<file path="src/rtl/uart_autobaud.sv">
// uart_autobaud: measures the first low pulse (start bit of a 0x55 sync char) on the rx line
// and reports the {baseClock_freq, divRatio} pair whose bit-time window contains it.
// Optional build macro: UART_AUTOBAUD_CONFIRM_EN adds a MEAS_HI state that also times the
// following high bit and requires both pulses to land in the same window.
module uart_autobaud #(
  parameter int unsigned CLOCK_PERIOD = 10,
  parameter int unsigned TOL_SHIFT    = 3
) (
  input  logic       clk,
  input  logic       rst,
  input  logic       en,
  input  logic       start,
  input  logic       rx,
  output logic       busy,
  output logic       lock,
  output logic       err,
  output logic       baseClock_freq,
  output logic [2:0] divRatio
);

  // Nominal bit time in clk cycles for candidate idx = {s, d[2:0]}
  function automatic longint unsigned nom_cnt(input int unsigned idx);
    longint unsigned base;
    base = (idx >= 8) ? 64'd460800 : 64'd76800;
    return 64'd1000000000 / ((base >> (idx % 8)) * 64'(CLOCK_PERIOD));
  endfunction

  localparam longint unsigned NMAX   = nom_cnt(7);
  localparam longint unsigned HI_MAX = NMAX + (NMAX >> TOL_SHIFT);
  localparam longint unsigned NMIN   = nom_cnt(8);
  localparam longint unsigned LO_MIN = NMIN - (NMIN >> TOL_SHIFT);
  localparam int unsigned     CW     = $clog2(HI_MAX + 1);
  localparam int unsigned     HI_RUN = 16;

  localparam logic [CW-1:0] HI_MAX_C = CW'(HI_MAX);
  localparam logic [CW-1:0] LO_MIN_C = CW'(LO_MIN);
  localparam logic [CW-1:0] HI_RUN_C = CW'(HI_RUN - 1);

  typedef enum logic [2:0] {
    IDLE, WAIT_HI, WAIT_FALL, MEAS_LO, MEAS_HI, CLASSIFY, DONE, ERR
  } state_e;

  state_e        state_q, state_d;
  logic [CW-1:0] cnt_q, cnt_d;
  logic          busy_q, busy_d;
  logic          lock_q, lock_d;
  logic          err_q, err_d;
  logic          freq_q, freq_d;
  logic [2:0]    div_q, div_d;
  logic          rx_meta_q, rx_s_q;

  logic [CW-1:0] cnt_inc_c;
  logic [CW-1:0] l_c;
  logic [15:0]   hit_l_c;
  logic [15:0]   hit_c;
  logic          win_ok_c;
  logic [3:0]    win_idx_c;

`ifdef UART_AUTOBAUD_CONFIRM_EN
  logic [CW-1:0] l_q, l_d;
  logic [15:0]   hit_h_c;
  assign l_c   = l_q;
  assign hit_c = hit_l_c & hit_h_c;
`else
  assign l_c   = cnt_q;
  assign hit_c = hit_l_c;
`endif

  assign cnt_inc_c = (&cnt_q) ? cnt_q : cnt_q + CW'(1);

  // Per-candidate tolerance window comparators
  for (genvar g = 0; g < 16; g++) begin : g_win
    localparam longint unsigned NOM = nom_cnt(g);
    localparam logic [CW-1:0]   LO  = CW'(NOM - (NOM >> TOL_SHIFT));
    localparam logic [CW-1:0]   HI  = CW'(NOM + (NOM >> TOL_SHIFT));
    assign hit_l_c[g] = (l_c >= LO) && (l_c <= HI);
`ifdef UART_AUTOBAUD_CONFIRM_EN
    assign hit_h_c[g] = (cnt_q >= LO) && (cnt_q <= HI);
`endif
  end

  // Encode the (at most one) matching window
  always_comb begin
    win_ok_c  = 1'b0;
    win_idx_c = 4'd0;
    for (int i = 0; i < 16; i++) begin
      if (hit_c[i]) begin
        win_ok_c  = 1'b1;
        win_idx_c = 4'(i);
      end
    end
  end

  // Two-flop synchronizer for the asynchronous rx line
  always_ff @(posedge clk) begin
    if (!rst) begin
      rx_meta_q <= 1'b1;
      rx_s_q    <= 1'b1;
    end else begin
      rx_meta_q <= rx;
      rx_s_q    <= rx_meta_q;
    end
  end

  // State, counter and registered outputs
  always_ff @(posedge clk) begin
    if (!rst) begin
      state_q <= IDLE;
      cnt_q   <= '0;
      busy_q  <= 1'b0;
      lock_q  <= 1'b0;
      err_q   <= 1'b0;
      freq_q  <= 1'b0;
      div_q   <= 3'd0;
`ifdef UART_AUTOBAUD_CONFIRM_EN
      l_q     <= '0;
`endif
    end else begin
      state_q <= state_d;
      cnt_q   <= cnt_d;
      busy_q  <= busy_d;
      lock_q  <= lock_d;
      err_q   <= err_d;
      freq_q  <= freq_d;
      div_q   <= div_d;
`ifdef UART_AUTOBAUD_CONFIRM_EN
      l_q     <= l_d;
`endif
    end
  end

  // Next-state and output decode
  always_comb begin
    state_d = state_q;
    cnt_d   = cnt_q;
    busy_d  = busy_q;
    lock_d  = lock_q;
    err_d   = err_q;
    freq_d  = freq_q;
    div_d   = div_q;
`ifdef UART_AUTOBAUD_CONFIRM_EN
    l_d     = l_q;
`endif
    if (!en) begin
      state_d = IDLE;
      cnt_d   = '0;
      busy_d  = 1'b0;
      lock_d  = 1'b0;
      err_d   = 1'b0;
    end else begin
      unique case (state_q)
        IDLE, DONE, ERR: begin
          if (start) begin
            state_d = WAIT_HI;
            cnt_d   = '0;
            busy_d  = 1'b1;
            lock_d  = 1'b0;
            err_d   = 1'b0;
          end
        end
        WAIT_HI: begin
          // Line must have been idle long enough to trust the next fall as a start bit
          if (rx_s_q) begin
            if (cnt_q == HI_RUN_C) begin
              state_d = WAIT_FALL;
              cnt_d   = '0;
            end else begin
              cnt_d = cnt_inc_c;
            end
          end else begin
            cnt_d = '0;
          end
        end
        WAIT_FALL: begin
          if (!rx_s_q) begin
            state_d = MEAS_LO;
            cnt_d   = CW'(1);
          end
        end
        MEAS_LO: begin
          if (!rx_s_q) begin
            if (cnt_q > HI_MAX_C) begin
              state_d = ERR;
              busy_d  = 1'b0;
              err_d   = 1'b1;
            end else begin
              cnt_d = cnt_inc_c;
            end
          end else begin
`ifdef UART_AUTOBAUD_CONFIRM_EN
            // Reject glitches before timing the high bit, so the next fall starts fresh
            if (cnt_q < LO_MIN_C) begin
              state_d = WAIT_FALL;
            end else begin
              state_d = MEAS_HI;
              l_d     = cnt_q;
              cnt_d   = CW'(1);
            end
`else
            state_d = CLASSIFY;
`endif
          end
        end
`ifdef UART_AUTOBAUD_CONFIRM_EN
        MEAS_HI: begin
          if (rx_s_q) begin
            if (cnt_q > HI_MAX_C) begin
              state_d = ERR;
              busy_d  = 1'b0;
              err_d   = 1'b1;
            end else begin
              cnt_d = cnt_inc_c;
            end
          end else begin
            state_d = CLASSIFY;
          end
        end
`endif
        CLASSIFY: begin
          if (l_c < LO_MIN_C) begin
            state_d = WAIT_FALL;
          end else if (win_ok_c) begin
            state_d = DONE;
            busy_d  = 1'b0;
            lock_d  = 1'b1;
            freq_d  = win_idx_c[3];
            div_d   = win_idx_c[2:0];
          end else begin
            state_d = ERR;
            busy_d  = 1'b0;
            err_d   = 1'b1;
          end
        end
        default: state_d = IDLE;
      endcase
    end
  end

  assign busy           = busy_q;
  assign lock           = lock_q;
  assign err            = err_q;
  assign baseClock_freq = freq_q;
  assign divRatio       = div_q;

endmodule
</file>
<file path="config.mk">
export PLATFORM = sky130hd
export DESIGN_NAME = uart_autobaud
export DESIGN_NICKNAME = d
export VERILOG_FILES = /design/src/rtl/uart_autobaud.sv
export SDC_FILE = /design/constraint.sdc
export NUM_CORES = 1
export LEC_CHECK = 0
export CORE_UTILIZATION = 60
export DETAILED_ROUTE_END_ITERATION = 7
export PLACE_DENSITY = 0.85
export SYNTH_ARGS = -nofsm -noshare
export SYNTH_HDL_FRONTEND = slang
export SYNTH_SLANG_ARGS = --single-unit
</file>
<file path="constraint.sdc">
create_clock -name clk -period 3.5 [get_ports clk]
set_input_delay 0.525 -clock clk [delete_from_list [all_inputs] [get_ports clk]]
set_output_delay 0.525 -clock clk [all_outputs]
set_load 0.03 [all_outputs]
</file>
Yosys cells after proc, flatten, opt, wreduce, memory -nomap -nowiden:

Index checks and enable logic that the tools add are counted.

* register bits after elaboration: 30
* output and inout port bits: 7
* logic and storage cells: 154

* add/subtract/negate cells: 1
* magnitude comparators: 34
* equal/unequal tests: 18
* muxes and demuxes: 62
* bitwise operators: 1
* reductions and logical operators: 29

Operator list (count)
* $mux 18: 7
* $pmux 18 s4: 1
* $mux 4: 14
* $ge 18x11->1 const B: 2
* $ge 18x12->1 const B: 2
* $ge 18x13->1 const B: 2
* $ge 18x14->1 const B: 2
* $ge 18x15->1 const B: 2
* $le 18x11->1 const B: 2
* $le 18x12->1 const B: 2
* $le 18x13->1 const B: 2
* $le 18x14->1 const B: 2
* $le 18x15->1 const B: 2
* $mux 1: 29
* $mux 3: 7
* $ne 2x2->1 const B: 10
* $add 18x1->18 const B: 1
* $eq 18x4->1 const B: 1
* $ge 18x10->1 const B: 1
* $ge 18x16->1 const B: 1
* $ge 18x17->1 const B: 1
* $ge 18x18->1 const B: 1
* $ge 18x8->1 const B: 1
* $ge 18x9->1 const B: 1
* 27 further kinds: 49

Longest topological paths before layout:

* word-level depth: 21
* depth in mapped cells: 13

Least setup slack after synthesis:

No wires, ideal clock.

* kind: reg-to-reg
* start: reg cnt_q[1]
* end: reg state_q[0]
* library setup time: 0.059 ns
* arrival: 3.084 ns
* required time: 3.441 ns
* path slack: 0.357 ns
* stages on the path, launching flop included: 13
* clock period less this slack: 3.143 ns
* cells stage by stage: dfxtp_1 > clkbuf_1 > inv_1 > ha_1 > or4b_1 > a21oi_1 > o21ai_1 > a222oi_1 > o311ai_1 > or4b_1 > buf_2 > o2111ai_2 > o211a_1

* longest elaborated chain between the ends: 21
* elaborated cells between the ends (all ways): 73
* classes of those cells: 34 x order compare; 3 x eq/ne; 19 x mux; 17 x reduce/logical

RTL lines
* from (decl): RTL line 44 `logic [CW-1:0] cnt_q, cnt_d;`
* from (signal assigned): RTL line 120 `cnt_q <= cnt_d;`
* $ge 18x11->1 or $le 18x11->1 (tied branches): RTL line 76 `assign hit_l_c[g] = (l_c >= LO) && (l_c <= HI);`
* $logic_and 1x1->1: RTL line 76
* $mux 1 (16 in series): RTL line 87 `if (hit_c[i]) begin`
* $mux 1: RTL line 222 `end else if (win_ok_c) begin`
* $mux 3: RTL line 220 `if (l_c < LO_MIN_C) begin`
* $pmux 3 s5: RTL line 151 `unique case (state_q)`
* to (signal assigned): RTL line 119 `state_q <= state_d;`
* to (decl): RTL line 43 `state_e state_q, state_d;`

Parallel ways exist; a longest one is shown, timed or not.
A chain may end at the register's enable or synchronous reset.

Worst setup path in the final report:

* start: reg cnt_q[0]
* end: reg state_q[0]

The elaborated chain is that of the path after synthesis.

==> results.ini <==
[pwr]
p_int_uw=527
irDropWorstVdd_mv=0.247
p_comb_share_pct=8.2
switching_share_pct=25.1
p_clk_share_pct=41.9
power.total_uw=703
seqPwrFrac_pct=49.9
p_leak_nw=1.19
power_density_nw_per_um2=213
p_sw_uw=177

[critical_path]
r2r_slack_ns=0.18
r2r-end=state_q[0]
cp-start-kind=flip-flop
crit_path_start=cnt_q[0]
path_delay_family=compound AO/OA/AOI/OAI gates
crit_chain=ha_1, or4b_1, a21oi_1, o21ai_1, a222oi_1, o311ai_1, or4b_1, o2111ai_2, o211a_1
slowest_stage=or4b_1
r2r_cells=9
path_depth=9
critPathBufInv=0
crit_fanout=7
end_kind=flip-flop
critical_path_arrival_ns=3.56
cpPeakStageDelay_ns=0.69
crit_end=state_q[0]
r2r_start=cnt_q[0]
cp_common_cell=or4b_1
critPathKind=flip-flop to flip-flop
cp_data_required_time_ns=3.74

[run_status]
outcome=complete, no violations

[clock_tree]
clk_latency_ns=0.29
cts_root_buf=clkbuf_8
ctsHtreeMaxLevel=2
clock_path_buffers=2
postCtsHoldBufs=0
cts_tree=built
cts_buffers=5
clk_pin_slew_ns=0.07
cts_resized=0
clock-sinks=30

[final_layout]
num-nets-final=448
fin_cells=508
antennaDiodeCount=0
syn_to_final_growth_pct=9.86
post-route-cell-area_um2=3300
drive_above_1_share_pct=10.2
fill_cells=433
final_util_pct=69.0

[drt]
met2WireLength_mm=4.42
route.detailed.drc=0
drt-pass1-iter-count=6
postRouteAntennaNets=0
routedWlPerCell_um=20.3
drt_iter0_drc=751
via_per_inst=7.13
num_vias=3622
drt-met1-wl_mm=4.19
wirelength_mm=10.3
top_layer_used=met4
wl_met3_mm=1.20

[timing]
final.setup.worst_slack_ns=0.177
post-route-period-util_pct=94.9
layout_min_cycle_time_ns=3.32
drv_slew=0
max_slew.worst_pin.slew_ns=0.994
slew_headroom_pct=32.9
fmax_mhz=301
setup_violations=0
fin_skew_ns=0.0112
hold_viol_final=0

[floorplan]
initial_core_util_pct=62.8
rows=25
core_area_um2=4790
dieWidth_um=72.8
fp.dieH_um=72.8
die_area_um2=5300
io_pins=12

[global_routing]
grt-ovfl-total=0
grt_max_degree=23
antenna_found_initial=0
grt_usage_pct=41.5
grt_pass1_wl_mm=16.7
grt_pass1_vias=3207

[yosys]
synth_fp_nets=446
syn_inst=438
synth_common_cells=nor2_1 (53), nand2_1 (36), a21oi_1 (30), dfxtp_1 (30), o21ai_0 (22)
syn_area_um2=3010
ys_seq_elements=30
avgSynthCellArea_um2=6.87
yosysMostFrequentCell=nor2_1
yosys-top-cells-area=dfxtp_1 (20%), nor2_1 (6.6%), a21oi_1 (5.0%), nand2_1 (4.5%), o21ai_0 (3.7%)
synth-seq-area-share_pct=20.0
synth_top_area_share_pct=20.0
netlist.top_cell.by_area=dfxtp_1
yosys_warnings=0
synthArstFlopShare_pct=0
synth_edf_count=0
synth-main-ff-cell=dfxtp_1
ys_types=72

[place]
port_buffers=11
dpl_worst_slack_ns=0.279
dpl.cell_count=499
gp_congestion=1.03
place_area_um2=3210
place_hpwl_mm=7.64

[job]
maxCapViolCount=0

[worst_hold_path]
hp-class=flip-flop to flip-flop

-- layout make-up --
cell class / count / area, um^2 / share of cell area [%]
multi-input combinational: 349 / 2150 / 65.1
sequential: 30 / 601 / 18.2
timing repair buffer: 39 / 320 / 9.69
clock buffer: 7 / 86.3 / 2.61
tap: 67 / 83.8 / 2.54
inverter: 15 / 56.3 / 1.70
clock inverter: 1 / 5.00 / 0.151
-- metrics by stage --
stage	hold slack, ns	setup TNS, ns
2_1_floorplan	0.386	0
3_3_place_gp	0.394	0
3_5_place_dp	0.399	0
4_1_cts	0.413	0
5_1_grt	0.457	-0.00482
6_report	0.418	0
-- repair_timing --
action,in CTS,in global routing
hold endpoints to repair,0,0
buffers inserted,0,1
endpoints found under the setup margin,0,2
-- metal layers --
layer / up-vias / track usage, %
met5: - / 0
met2: 272 / 61.3
li1: 1653 / -
met3: 46 / 8.15
met1: 1651 / 58.2
met4: 0 / 18.3
-- power by group through the flow --
stage | clock network (mW) | logic, mW | registers (mW)
2_1_floorplan | 0 | 0.0377 | 0.357
3_3_place_gp | 0 | 0.0555 | 0.358
3_5_place_dp | 0 | 0.0566 | 0.358
4_1_cts | 0.297 | 0.0568 | 0.350
5_1_grt | 0.309 | 0.0635 | 0.351
6_report | 0.295 | 0.0578 | 0.351
-- cells in the final DEF, fill, tap and decap left out, types with 3 or more instances in the layout --
cell             Yosys  routed
o21bai_1             3       3
nand4_1              9       9
nor2_1              53      53
a311oi_1             4       4
nand2b_1             5       5
o211ai_1             6       6
nand2_1             36      36
xnor2_1              6       6
o2111ai_1            5       5
clkdlybuf4s50_1      0      11
dfxtp_1             30      30
or3_1                3       3
buf_4                3      28
nor4_1               5       5
o21a_1               5       5
clkbuf_8             0       6
ha_1                 3       3
a21oi_1             30      30
nor2b_1              8       8
xor2_1               4       4
o211a_1              3       3
nand3_1             21      21
a41o_1               4       4
nand4b_1             4       4
nor4b_1              5       5
nor3_1              18      18
inv_1               13      13
o22ai_1              3       3
o21ai_0             22      22
o41ai_1              3       3
a211oi_1             6       6
a31oi_1              8       8
or4_1                3       3
and3_1              11      11
and4_1               6       6
-- flip-flops by register name (all words and copies together), names as in the netlist --
signal / count
cnt_q: 18
divRatio: 3
state_q: 3
baseClock_freq: 1
busy: 1
err: 1
lock: 1
rx_meta_q: 1
rx_s_q: 1
-- kinds of logic (layout without fill, tap and decap cells) --
logic type | count (synthesis) | in the layout | synth area share, %
XOR/XNOR | 10 | 10 | 2.91
AND/OR/NAND/NOR | 201 | 201 | 35.4
buffers and inverters | 59 | 62 | 8.49
multiplexers | 1 | 1 | 0.333
AO/OA/AOI/OAI | 134 | 134 | 31.7
adder cells (fa/ha/maj) | 3 | 3 | 1.25
flip-flops | 30 | 30 | 20.0
-- worst min-delay path by stage --
stage | from | endpoint | depth (start not counted)
floorplan | rx_meta_q | rx_s_q | 1
global placement | rx_meta_q | rx_s_q | 1
detailed placement | rx_meta_q | rx_s_q | 1
CTS | rx_meta_q | rx_s_q | 1
global route | rx_meta_q | rx_s_q | 1
finish | rx_meta_q | rx_s_q | 1
No activity file was read; power rests on OpenSTA's default activity.
